===== config.mk =====
export PLATFORM = sky130hd
export DESIGN_NAME = vfreq_meter
export DESIGN_NICKNAME = d
export VERILOG_FILES = /design/src/rtl/vfreq_pkg.sv /design/src/rtl/vfreq_sync_edge.sv /design/src/rtl/vfreq_meter.sv
export SDC_FILE = /design/constraint.sdc
export NUM_CORES = 1
export LEC_CHECK = 0
export CAP_MARGIN = 20
export CORE_AREA = 2 2 93 95
export CTS_BUF_LIST = sky130_fd_sc_hd__clkbuf_2
export DETAILED_ROUTE_END_ITERATION = 16
export DIE_AREA = 0 0 95 97
export GPL_ROUTABILITY_DRIVEN = 0
export PLACE_DENSITY_LB_ADDON = 0.15
export SYNTH_ARGS = -nofsm -noshare
export SYNTH_HDL_FRONTEND = slang
export SYNTH_SLANG_ARGS = --single-unit

===== constraint.sdc =====
create_clock -name clk -period 2.41 [get_ports clk]
set_input_delay 0.241 -clock clk [delete_from_list [all_inputs] [get_ports clk]]
set_output_delay 0.241 -clock clk [all_outputs]
set_load 0.02 [all_outputs]

===== src/rtl/vfreq_pkg.sv =====
// Shared types and constants for the variable-frequency generator/meter pair.
// Counter width default is common to both sides of the loopback.
package vfreq_pkg;

    localparam int VFREQ_CNT_W = 16;

    typedef enum logic [1:0] {
        WAIT_FIRST = 2'd0,
        COUNT      = 2'd1,
        STALLED    = 2'd2
    } vfreq_state_t;

    // All-ones value of a counter of width w.
    function automatic longint unsigned cnt_max(input int w);
        return (longint'(1) << w) - longint'(1);
    endfunction

endpackage


===== src/rtl/vfreq_sync_edge.sv =====
// Synchronizes an asynchronous pin and emits one-cycle rise/fall pulses.
// Latency: STAGES+1 clk edges from pin change to pulse consumption; no backpressure.
module vfreq_sync_edge #(
    parameter int STAGES = 2
) (
    input  logic clk,
    input  logic rst_n,
    input  logic din,
    output logic rise,
    output logic fall
);

    logic [STAGES-1:0] sync_q;
    logic              prev_q;
    logic              level;

    always_ff @(posedge clk) begin
        if (!rst_n) begin
            sync_q <= '0;
            prev_q <= 1'b0;
        end else begin
            sync_q <= {sync_q[STAGES-2:0], din};
            prev_q <= sync_q[STAGES-1];
        end
    end

    assign level = sync_q[STAGES-1];
    assign rise  = level & ~prev_q;
    assign fall  = ~level & prev_q;

endmodule


===== src/rtl/vfreq_meter.sv =====
// Measures period and high time of an asynchronous square wave in clk cycles.
// Result registered one cycle after the detected rise; free-running, no backpressure.
module vfreq_meter
    import vfreq_pkg::*;
#(
    parameter int CNT_W       = VFREQ_CNT_W,
    parameter int SYNC_STAGES = 2
) (
    input  logic             clk,
    input  logic             rst_n,
    input  logic             sig_in,
    output logic [CNT_W-1:0] period_o,
    output logic [CNT_W-1:0] high_o,
    output logic             valid_o,
    output logic             stalled_o,
    output logic             locked_o
);

    localparam logic [CNT_W-1:0] CNT_MAX   = CNT_W'(cnt_max(CNT_W));
    localparam logic [CNT_W-1:0] CNT_STALL = CNT_MAX - CNT_W'(1);

    logic rise;
    logic fall;

    vfreq_sync_edge #(
        .STAGES (SYNC_STAGES)
    ) u_sync (
        .clk   (clk),
        .rst_n (rst_n),
        .din   (sig_in),
        .rise  (rise),
        .fall  (fall)
    );

    vfreq_state_t     state_q, state_d;
    logic [CNT_W-1:0] cnt_q, cnt_d;
    logic [CNT_W-1:0] hi_q, hi_d;
    logic [CNT_W-1:0] period_d, high_d;
    logic             valid_d, stalled_d, locked_d;

    always_ff @(posedge clk) begin
        if (!rst_n) begin
            state_q   <= WAIT_FIRST;
            cnt_q     <= '0;
            hi_q      <= '0;
            period_o  <= '0;
            high_o    <= '0;
            valid_o   <= 1'b0;
            stalled_o <= 1'b0;
            locked_o  <= 1'b0;
        end else begin
            state_q   <= state_d;
            cnt_q     <= cnt_d;
            hi_q      <= hi_d;
            period_o  <= period_d;
            high_o    <= high_d;
            valid_o   <= valid_d;
            stalled_o <= stalled_d;
            locked_o  <= locked_d;
        end
    end

    always_comb begin
        state_d   = state_q;
        cnt_d     = (cnt_q == CNT_MAX) ? cnt_q : cnt_q + CNT_W'(1);
        hi_d      = hi_q;
        period_d  = period_o;
        high_d    = high_o;
        valid_d   = 1'b0;
        stalled_d = stalled_o;
        locked_d  = locked_o;

        // Every rise restarts the interval so a stale high time never leaks forward.
        if (rise) begin
            cnt_d = CNT_W'(1);
            hi_d  = '0;
        end

        case (state_q)
            WAIT_FIRST: begin
                if (rise) state_d = COUNT;
            end
            COUNT: begin
                if (rise) begin
                    period_d = cnt_q;
                    high_d   = hi_q;
                    valid_d  = 1'b1;
                    locked_d = 1'b1;
                end else begin
                    if (fall) hi_d = cnt_q;
                    // Stall flags in the same edge the counter saturates.
                    if (cnt_q == CNT_STALL) begin
                        state_d   = STALLED;
                        stalled_d = 1'b1;
                        locked_d  = 1'b0;
                    end
                end
            end
            STALLED: begin
                if (rise) begin
                    state_d   = COUNT;
                    stalled_d = 1'b0;
                end
            end
            default: state_d = WAIT_FIRST;
        endcase
    end

endmodule


==> impl_metrics.csv, run 1 <==
group,metric,value,unit
placed_design,dp_hpwl,4.58,mm
clock_network,htreeDepth,3,
route,first_iteration_detailed_routing_drc_count,92,
timing,worst_max_slew_margin_expressed_relative_to_the_limit,55.3,%
timing,rsz0062_at_grt,"false",
die,die_w,95,um
finish,area.growth.synth_to_final,20.1,%
clock_network,postCtsSetupRepairBufs,0,
clock_network,clk_path_buf_depth,2,
yosys,synth_area,2810,um^2
yosys,syn-num-nets,350,
yosys,ys_warn_count,0,
route,route.detailed.wl_per_inst,13.6,um
timing,min_period,1.99,ns
route,detailroute.via_count,2395,
setup_path,worstPathRequired,2.80,ns
grt,number_of_global_route_vias_before_repair,2244,
yosys,synth_flop_cell,"sky130_fd_sc_hd__dfxtp_1",
worst_hold_path,worst_hold_path_type,"primary input to flip-flop",
placed_design,numPortBuffers,37,
yosys,ys_seq_area_share,51.2,%
clock_network,master_cell_of_the_clock_root_buffer,"sky130_fd_sc_hd__clkbuf_2",
pwr,peak_ir_drop_on_the_vdd_network,0.000266,V
finish,drive_above_1_share,7.33,%
die,ios,38,
die,dieArea,9220,um^2
yosys,syn-instance-count,345,
grt,met1_usage,21.4,%
yosys,synth_top_cells_by_area,"sky130_fd_sc_hd__dfxtp_1 (51%), sky130_fd_sc_hd__nand2_1 (14%), sky130_fd_sc_hd__a21oi_1 (9.8%)",
die,floorplan.die.height,97,um
yosys,yosys.area.top_type,"sky130_fd_sc_hd__dfxtp_1",
grt,antenna_found_initial,0,
timing,tightest_slew,0.669,ns
pwr,leakage,1.14,nW
worst_hold_path,min_path_cells,2,
clock_network,clk_latency,0.49,ns
route,detail_route.wirelength,6.61,mm
route,detail_route.drc_violations,0,
yosys,netlist.area_leader.share,51.2,%
setup_path,worstSetupPathType,"flip-flop to flip-flop",
die,core_area,8130,um^2
grt,gr-max-usage-layer,"met2",
timing,slew_viol_final,0,
setup_path,worstPathArrival,2.38,ns
worst_hold_path,min-delay-start,"sig_in",
timing,final-setup-viol-count,0,
pwr,p_per_area,565,nW/um^2
clock_network,cts.sink_count,72,
grt,grt_start_max_net_pins,28,
timing,fmax,503,MHz
setup_path,timing.critical_path.to_type,"flip-flop",
yosys,ys_ff_latch,72,
yosys,post_synth_edffs,0,
setup_path,r2r_setup_slack,0.42,ns
timing,finalHoldViolCount,0,
status,result_of_the_run,"finished, final reports clean",
grt,groute.layer.met3.usage,5.14,%
die,std_cell_rows,33,
placed_design,placedInstanceArea,3280,um^2
clock_network,cts.hold.buffers_added,0,
route,drt-pass1-iter-count,4,
clock_network,post_cts_resize_count,0,
finish,post_layout_net_count,383,
timing,timing.final.crit_share,82.4,%
setup_path,timing.critical_path.from_type,"flip-flop",
route,avgViaCountPerCell,4.92,
finish,diodes,0,
grt,wire_length_of_the_first_global_routing_pass,11.3,mm
yosys,synth_cell_types,40,
setup_path,timing.rr.end,"cnt_q[1]$_SDFFE_PP0P_",
finish,final_cell_area,3380,um^2
timing,clock_skew,0.0189,ns
grt,gr-total-overflow,0,
finish,final_core_util,41.6,%
clock_network,clock_input_transition_at_the_sequential_cells_of_the_worst_setup_and_hold_paths,0.19,ns
die,initial_utilization,34.6,%
pwr,post-layout-total-power,1.91,mW
worst_hold_path,hold-path-endpoint,"u_sync.sync_q[0]$_SDFF_PN0_",
yosys,synth-async-reset-ratio,0,%
timing,fin_tns_setup,0,ns
grt,met2_usage,23.0,%
flow_run,timing.max_cap.violations,0,
route,antenna_violating_nets_post_route,0,
setup_path,r2r_start,"cnt_q[1]$_SDFFE_PP0P_",
setup_path,ff2ff_path_depth,5,
setup_path,worst-path-max-fanout,9,
clock_network,numCtsBuffers,9,
yosys,syn_avg_cell_area,8.16,um^2
grt,grt.total_usage,15.5,%
clock_network,tritoncts,"yes",
[state kept, by name, indices dropped and copies added (netlist names)]
name	flops
stalled_o	1
hi_q	16
valid_o	1
cnt_q	16
high_o	16
period_o	16
u_sync.prev_q	1
locked_o	1
state_q	2
u_sync.sync_q	2
[synthesized netlist by cell type, types with 2 or more instances]
cell / n
sky130_fd_sc_hd__dfxtp_1: 72
sky130_fd_sc_hd__nand4_1: 2
sky130_fd_sc_hd__or4_1: 3
sky130_fd_sc_hd__or3_1: 3
sky130_fd_sc_hd__nand3_1: 10
sky130_fd_sc_hd__nand2b_1: 3
sky130_fd_sc_hd__clkbuf_1: 13
sky130_fd_sc_hd__inv_1: 6
sky130_fd_sc_hd__o31ai_1: 2
sky130_fd_sc_hd__a31oi_1: 3
sky130_fd_sc_hd__mux2i_1: 3
sky130_fd_sc_hd__and3_1: 3
sky130_fd_sc_hd__a21oi_1: 55
sky130_fd_sc_hd__buf_2: 10
sky130_fd_sc_hd__nand2_1: 104
sky130_fd_sc_hd__nor2b_1: 2
sky130_fd_sc_hd__and2_1: 4
sky130_fd_sc_hd__ha_1: 2
sky130_fd_sc_hd__o21ai_0: 5
sky130_fd_sc_hd__nor2_1: 12
sky130_fd_sc_hd__nor4_1: 2
sky130_fd_sc_hd__nor3_1: 8
[per-layer routing]
| metal | vias to the layer above | routed length (um) |
|---|---|---|
| met3 | 4 | 398 |
| li1 | 1236 | - |
| met2 | 61 | 2880 |
| met5 | - | 0 |
| met1 | 1094 | 3280 |
| met4 | 0 | 48 |
[metrics by stage]
stage                     cells  hold WS [ns]  setup WS, ns
after global placement      472         0.414         0.527
after global routing        487         0.235         0.244
after detailed placement    472         0.425         0.462
after floorplan             345         0.363         0.743
after CTS                   487         0.248         0.434
final                       487         0.303         0.424
[critical path, cell delays in order (launching register included)]
cell	delay [ns]
sky130_fd_sc_hd__dfxtp_1	0.52
sky130_fd_sc_hd__ha_1	0.37
sky130_fd_sc_hd__nand4_1	0.27
sky130_fd_sc_hd__nor4_4	0.45
sky130_fd_sc_hd__mux2i_1	0.24
sky130_fd_sc_hd__nor2_1	0.05
[layout make-up]
| type | instances | area, um^2 |
|---|---|---|
| repair buffers | 46 | 438 |
| flip-flops and latches | 72 | 1440 |
| inverters | 6 | 22.5 |
| fillers | 877 | 4750 |
| multi-input cells | 243 | 1250 |
| clock inverters | 4 | 46.3 |
| clock buffers | 11 | 55.1 |
| well taps | 105 | 131 |
[worst max-delay path by stage]
stage / from / to / cells after the start
global placement: cnt_q[1]$_SDFFE_PP0P_ / cnt_q[1]$_SDFFE_PP0P_ / 5
finish: cnt_q[1]$_SDFFE_PP0P_ / cnt_q[1]$_SDFFE_PP0P_ / 5
detailed placement: cnt_q[1]$_SDFFE_PP0P_ / cnt_q[1]$_SDFFE_PP0P_ / 5
global route: cnt_q[1]$_SDFFE_PP0P_ / cnt_q[3]$_SDFFE_PP0P_ / 5
floorplan: cnt_q[1]$_SDFFE_PP0P_ / cnt_q[1]$_SDFFE_PP0P_ / 6
CTS: cnt_q[1]$_SDFFE_PP0P_ / cnt_q[1]$_SDFFE_PP0P_ / 5
[placed cells by master, fill, tap and decap left out, types with 6 or more instances in the layout]
master                            count
sky130_fd_sc_hd__nor2_1              12
sky130_fd_sc_hd__inv_1                6
sky130_fd_sc_hd__nand3_1             10
sky130_fd_sc_hd__buf_4                9
sky130_fd_sc_hd__nor3_1               8
sky130_fd_sc_hd__clkbuf_2            11
sky130_fd_sc_hd__a21oi_1             55
sky130_fd_sc_hd__nand2_1            104
sky130_fd_sc_hd__clkdlybuf4s50_1     37
sky130_fd_sc_hd__dfxtp_1             72
[power by group]
part           switching (mW)  internal, mW  total (mW)
clock network           0.404         0.238       0.642
logic                  0.0402        0.0182      0.0584
registers              0.0113          1.20        1.21
[cell families (layout without fill, tap and decap cells)]
kind of cell / Yosys count / in the layout / synth area share (%)
compound gates: 72 / 72 / 14.1
xor+xnor: 1 / 1 / 0.311
fa+ha+maj: 2 / 2 / 0.889
buf+inv: 30 / 67 / 4.49
flops: 72 / 72 / 51.2
mux: 3 / 3 / 1.07
simple gates: 165 / 165 / 28.0
Power figures use the tool's default switching activity.
==> inputs of run 2 (changes only) <==
- clock period: 2.41 -> 1.84 ns (I/O delays scaled with it)
==> impl_metrics.csv, run 2 (synthesized netlist as in run 1, its figures left out) <==
group,metric,value,unit
setup_path,timing.critical_path.slowest_cell_delay,0.61,ns
route,route.detailed.wl_per_inst,13.5,um
grt,grt.total_usage,16.0,%
clock_network,postCtsSetupRepairBufs,0,
clock_network,cts.hold.buffers_added,0,
setup_path,cp_launch_point,"stalled_o$_SDFFE_PN0P_",
setup_path,r2r_start,"cnt_q[2]$_SDFFE_PP0P_",
route,avgViaCountPerCell,4.92,
route,detail_route.wirelength,6.79,mm
die,floorplan.die.height,97,um
grt,grt_start_max_net_pins,28,
route,detailroute.via_count,2480,
die,core_area,8130,um^2
setup_path,critical_path.cell_chain,"clkdlybuf4s50_1",
pwr,leakage,1.22,nW
route,met1_length,3.36,mm
timing,tightest_slew,0.466,ns
setup_path,timing.critical_path.from_type,"flip-flop",
setup_path,worstPathArrival,1.50,ns
route,highest-signal-layer,"met4",
pwr,peak_ir_drop_on_the_vdd_network,0.000333,V
clock_network,htreeDepth,3,
setup_path,timing.critical_path.to_type,"primary output",
finish,diodes,0,
placed_design,numPortBuffers,37,
worst_hold_path,worst_hold_path_type,"primary input to flip-flop",
timing,rsz0062_at_grt,"false",
worst_hold_path,min-delay-start,"sig_in",
clock_network,tritoncts,"yes",
setup_path,timing.critical_path.max_delay_family,"buffers and inverters",
setup_path,worstSetupPathType,"flip-flop to primary output",
setup_path,worstPathRequired,1.66,ns
route,detail_route.drc_violations,0,
route,drt-pass1-iter-count,4,
grt,gr-total-overflow,0,
die,die_w,95,um
die,std_cell_rows,33,
die,dieArea,9220,um^2
timing,finalHoldViolCount,0,
placed_design,dp_hpwl,4.78,mm
setup_path,worst-path-max-fanout,2,
finish,layout_commonest_cell,"sky130_fd_sc_hd__nand2_1",
die,ios,38,
finish,filler_cell_count,863,
timing,fin_tns_setup,0,ns
route,dr_wl_met2,3.07,mm
route,first_iteration_detailed_routing_drc_count,184,
setup_path,cp.buffers_inverters,1,
finish,layout.cells.most_common_list,"sky130_fd_sc_hd__nand2_1 (104), sky130_fd_sc_hd__dfxtp_1 (72), sky130_fd_sc_hd__a21oi_1 (55), sky130_fd_sc_hd__clkdlybuf4s50_1 (37), sky130_fd_sc_hd__buf_4 (26)",
clock_network,clk_latency,0.50,ns
grt,antenna_found_initial,0,
timing,slew_viol_final,0,
finish,drive_above_1_share,11.3,%
finish,post_layout_net_count,400,
status,result_of_the_run,"finished, final reports clean",
timing,clock_skew,0.0117,ns
grt,wire_length_of_the_first_global_routing_pass,11.6,mm
finish,area.growth.synth_to_final,23.8,%
die,initial_utilization,34.6,%
route,antenna_violating_nets_post_route,0,
pwr,p_per_area,681,nW/um^2
setup_path,critical_path_slowest_stage_cell,"sky130_fd_sc_hd__clkdlybuf4s50_1",
timing,timing.final.crit_share,91.5,%
timing,fmax,594,MHz
clock_network,clk_path_buf_depth,2,
pwr,post-layout-total-power,2.37,mW
grt,number_of_global_route_vias_before_repair,2396,
route,dr_wl_met3,286,um
clock_network,post_cts_resize_count,0,
flow_run,timing.max_cap.violations,0,
clock_network,numCtsBuffers,9,
timing,worst_max_slew_margin_expressed_relative_to_the_limit,68.6,%
timing,final-setup-viol-count,0,
timing,min_period,1.68,ns
clock_network,cts.sink_count,72,
clock_network,clock_input_transition_at_the_sequential_cells_of_the_worst_setup_and_hold_paths,0.18,ns
clock_network,master_cell_of_the_clock_root_buffer,"sky130_fd_sc_hd__clkbuf_2",
==> run 2: cell types whose count changed in the layout (fill, tap and decap cells not counted) <==
cell / before / now
sky130_fd_sc_hd__buf_4: 9 / 26
sky130_fd_sc_hd__bufinv_16: 1 / 0
sky130_fd_sc_hd__clkinv_2: 1 / 2
sky130_fd_sc_hd__clkinv_4: 0 / 1
sky130_fd_sc_hd__clkinvlp_4: 1 / 0
==> run 2: per-stage QoR <==
stage / hold slack [ns] / instance area [um^2] / setup WS (ns) / utilization (%) / std cells
finish: 0.243 / 3480 / 0.156 / 42.8 / 504
global route: 0.225 / 3480 / 0.0368 / 42.8 / 504
CTS: 0.192 / 3480 / 0.0895 / 42.8 / 504
detailed placement: 0.423 / 3410 / 0.209 / 41.9 / 489
global placement: 0.419 / 3410 / 0.208 / 41.9 / 489
floorplan: 0.306 / 2810 / 0.173 / - / 345
==> run 2: final cells by class <==
cell class / instances / area, um^2 / share of cell area [%]
Sequential cell: 72 / 1440 / 41.4
Multi-Input combinational cell: 243 / 1250 / 35.8
Timing Repair Buffer: 63 / 566 / 16.2
Tap cell: 105 / 131 / 3.77
Clock buffer: 11 / 55.1 / 1.58
Clock inverter: 4 / 22.5 / 0.646
Inverter: 6 / 22.5 / 0.646
==> run 2: path summary, 6_finish.rpt <==
path | to | slack (ns) | cells after the start
hold / removal | u_sync.sync_q[0]$_SDFF_PN0_ | 0.24 | 2
setup / recovery | stalled_o | 0.16 | 1
hold reg to reg | high_o[15]$_SDFFE_PN0N_ | 0.46 | 2
setup reg to reg | cnt_q[14]$_SDFFE_PP0P_ | 0.18 | 4
==> run 2: report_power, final <==
group	switching, mW	internal, mW
combinational	0.0629	0.0327
clock	0.524	0.176
sequential	0.00767	1.57
total	0.594	1.78
==> run 2: per-layer routing <==
layer,up-vias,track usage [%]
met3,9,4.28
met4,0,4.68
met2,58,25.1
met5,-,0
li1,1265,-
met1,1148,21.3
==> inputs of run 3 (changes only) <==
- SLEW_MARGIN: unset -> 20
- clock period: 1.84 -> 1.7 ns (I/O delays scaled with it)
==> impl_metrics.csv, run 3 (synthesized netlist as in run 1, its figures left out) <==
group,metric,value,unit
setup_path,worstPathArrival,2.06,ns
route,highest-signal-layer,"met4",
pwr,share_of_total_power_consumed_by_net_switching,22.2,%
grt,wire_length_of_the_first_global_routing_pass,11.8,mm
placed_design,dp_hpwl,4.84,mm
finish,filler_cell_count,835,
pwr,p_per_area,827,nW/um^2
route,first_iteration_detailed_routing_drc_count,106,
worst_hold_path,hold-path-endpoint,"u_sync.sync_q[0]$_SDFF_PN0_",
route,dr_wl_met3,276,um
clock_network,tritoncts,"yes",
die,dieArea,9220,um^2
die,ios,38,
worst_hold_path,worst_hold_path_type,"primary input to flip-flop",
timing,fmax,614,MHz
finish,register_area,1450,um^2
setup_path,timing.critical_path.from_type,"flip-flop",
clock_network,cts.sink_count,72,
clock_network,master_cell_of_the_clock_root_buffer,"sky130_fd_sc_hd__clkbuf_2",
clock_network,clock_input_transition_at_the_sequential_cells_of_the_worst_setup_and_hold_paths,0.19,ns
setup_path,timing.critical_path.to_type,"flip-flop",
timing,tightest_slew,0.381,ns
setup_path,timing.rr.end,"cnt_q[4]$_SDFFE_PP0P_",
finish,multi_input_area,1250,um^2
timing,clock_skew,0.0339,ns
pwr,leakage,1.86,nW
setup_path,worstSetupPathType,"flip-flop to flip-flop",
timing,finalHoldViolCount,0,
setup_path,ff2ff_path_depth,7,
route,detailroute.via_count,2477,
die,std_cell_rows,33,
timing,min_period,1.63,ns
pwr,p_clk_share,40.8,%
grt,grt.total_usage,16.2,%
timing,fin_tns_setup,0,ns
route,avgViaCountPerCell,4.86,
clock_network,clk_path_buf_depth,2,
placed_design,numPortBuffers,37,
route,detail_route.drc_violations,0,
worst_hold_path,min_path_cells,2,
grt,grt_start_max_net_pins,28,
grt,antenna_found_initial,0,
timing,final-setup-viol-count,0,
timing,timing.final.crit_share,95.7,%
finish,diodes,0,
timing,slew_viol_final,0,
route,route.detailed.wl_per_inst,13.4,um
die,die_w,95,um
pwr,internal_power,2.38,mW
pwr,peak_ir_drop_on_the_vdd_network,0.000384,V
die,initial_utilization,34.6,%
die,core_area,8130,um^2
timing,worst_max_slew_margin_expressed_relative_to_the_limit,74.4,%
finish,area.growth.synth_to_final,31.4,%
worst_hold_path,min-delay-start,"sig_in",
placed_design,placed_cells,493,
clock_network,numCtsBuffers,9,
route,detail_route.wirelength,6.83,mm
die,floorplan.die.height,97,um
setup_path,r2r_setup_slack,0.07,ns
setup_path,worst-path-max-fanout,9,
setup_path,worstPathRequired,2.13,ns
route,antenna_violating_nets_post_route,0,
grt,number_of_global_route_vias_before_repair,2438,
route,dr_wl_met2,2.99,mm
pwr,power.sequential.fraction,56.1,%
flow_run,timing.max_cap.violations,0,
finish,layout_commonest_cell,"sky130_fd_sc_hd__nand2_1",
pwr,combPwrFrac,3.1,%
clock_network,cts.hold.buffers_added,0,
clock_network,htreeDepth,3,
grt,gr-total-overflow,0,
setup_path,r2r_start,"cnt_q[1]$_SDFFE_PP0P_",
route,drt-pass1-iter-count,4,
finish,post_layout_net_count,405,
placed_design,dp_worst_setup_slack,-0.0863,ns
route,met1_length,3.45,mm
finish,layout.cells.most_common_list,"sky130_fd_sc_hd__nand2_1 (104), sky130_fd_sc_hd__dfxtp_1 (69), sky130_fd_sc_hd__a21oi_1 (55), sky130_fd_sc_hd__dlymetal6s2s_1 (30), sky130_fd_sc_hd__buf_4 (30)",
status,result_of_the_run,"finished, final reports clean",
finish,drive_above_1_share,13.8,%
clock_network,clk_latency,0.50,ns
finish,layout.cells.non_filler,510,
pwr,p_sw,679,uW
timing,timing.final.ws_setup,0.0724,ns
-- run 3: changes by cell type in the layout (fill, tap and decap cells not counted), moves of 2 or more --
cell | previous run | this run
sky130_fd_sc_hd__clkdlybuf4s50_1 | 37 | 3
sky130_fd_sc_hd__dlymetal6s2s_1 | 0 | 30
sky130_fd_sc_hd__buf_4 | 26 | 30
sky130_fd_sc_hd__dlygate4sd2_1 | 0 | 4
sky130_fd_sc_hd__bufinv_16 | 0 | 3
sky130_fd_sc_hd__dfxtp_1 | 72 | 69
sky130_fd_sc_hd__clkinv_2 | 2 | 0
sky130_fd_sc_hd__clkinvlp_4 | 0 | 2
sky130_fd_sc_hd__dfxtp_2 | 0 | 2
-- run 3: critical path, cell delays in order (launching register included) --
cell and delay, ns:
sky130_fd_sc_hd__dfxtp_4 0.41, sky130_fd_sc_hd__ha_1 0.19, sky130_fd_sc_hd__nand4_1 0.08, sky130_fd_sc_hd__buf_4 0.15, sky130_fd_sc_hd__nor4_4 0.04, sky130_fd_sc_hd__buf_4 0.16, sky130_fd_sc_hd__or4_1 0.46, sky130_fd_sc_hd__nand2_1 0.07
-- run 3: metal layers --
metal  GRT usage, %  vias up
met4           6.02        0
met1           22.1     1146
met3           3.43       10
li1               -     1276
met5              0        -
met2           25.0       45
-- run 3: area by class of cell --
class,count,share of cell area [%]
timing repair buffer,68,18.5
sequential,72,39.1
multi-input combinational,243,33.8
inverter,6,0.609
clock inverter,5,2.84
clock buffer,11,1.49
tap,105,3.55
-- run 3: worst max path at each step --
stage / from / end / slack [ns] / cells after the start
after floorplan: cnt_q[1]$_SDFFE_PP0P_ / cnt_q[1]$_SDFFE_PP0P_ / 0.03 / 6
after global placement: cnt_q[1]$_SDFFE_PP0P_ / cnt_q[14]$_SDFFE_PP0P_ / 0.06 / 5
after detailed placement: cnt_q[1]$_SDFFE_PP0P_ / cnt_q[14]$_SDFFE_PP0P_ / -0.09 / 5
after CTS: high_o[14]$_SDFFE_PN0N_ / high_o[14] / 0.00005 / 1
after global routing: cnt_q[1]$_SDFFE_PP0P_ / cnt_q[4]$_SDFFE_PP0P_ / -0.006 / 7
final: cnt_q[1]$_SDFFE_PP0P_ / cnt_q[4]$_SDFFE_PP0P_ / 0.07 / 7
-- run 3: repair_timing --
action                     in CTS  in global routing
gates cloned                    0                  0
pin swaps                       0                  1
setup buffers                   0                  1
setup endpoints to repair       7                 39
resized for setup               6                 33
-- run 3: power by group through the flow --
stage	logic [mW]	registers, mW	clock network (mW)
floorplan	0.0600	1.75	0
global placement	0.0948	1.75	0
detailed placement	0.0959	1.75	0
CTS	0.0966	1.72	1.28
global route	0.105	1.72	1.36
finish	0.0946	1.72	1.25
-- run 3: per-stage QoR --
step	util (%)	hold slack (ns)	area, um^2	power [mW]
floorplan	-	0.292	2810	1.81
global placement	42.4	0.418	3450	1.84
detailed placement	42.4	0.424	3450	1.84
CTS	44.4	0.183	3610	3.10
global route	45.5	0.188	3700	3.18
finish	45.5	0.228	3700	3.06
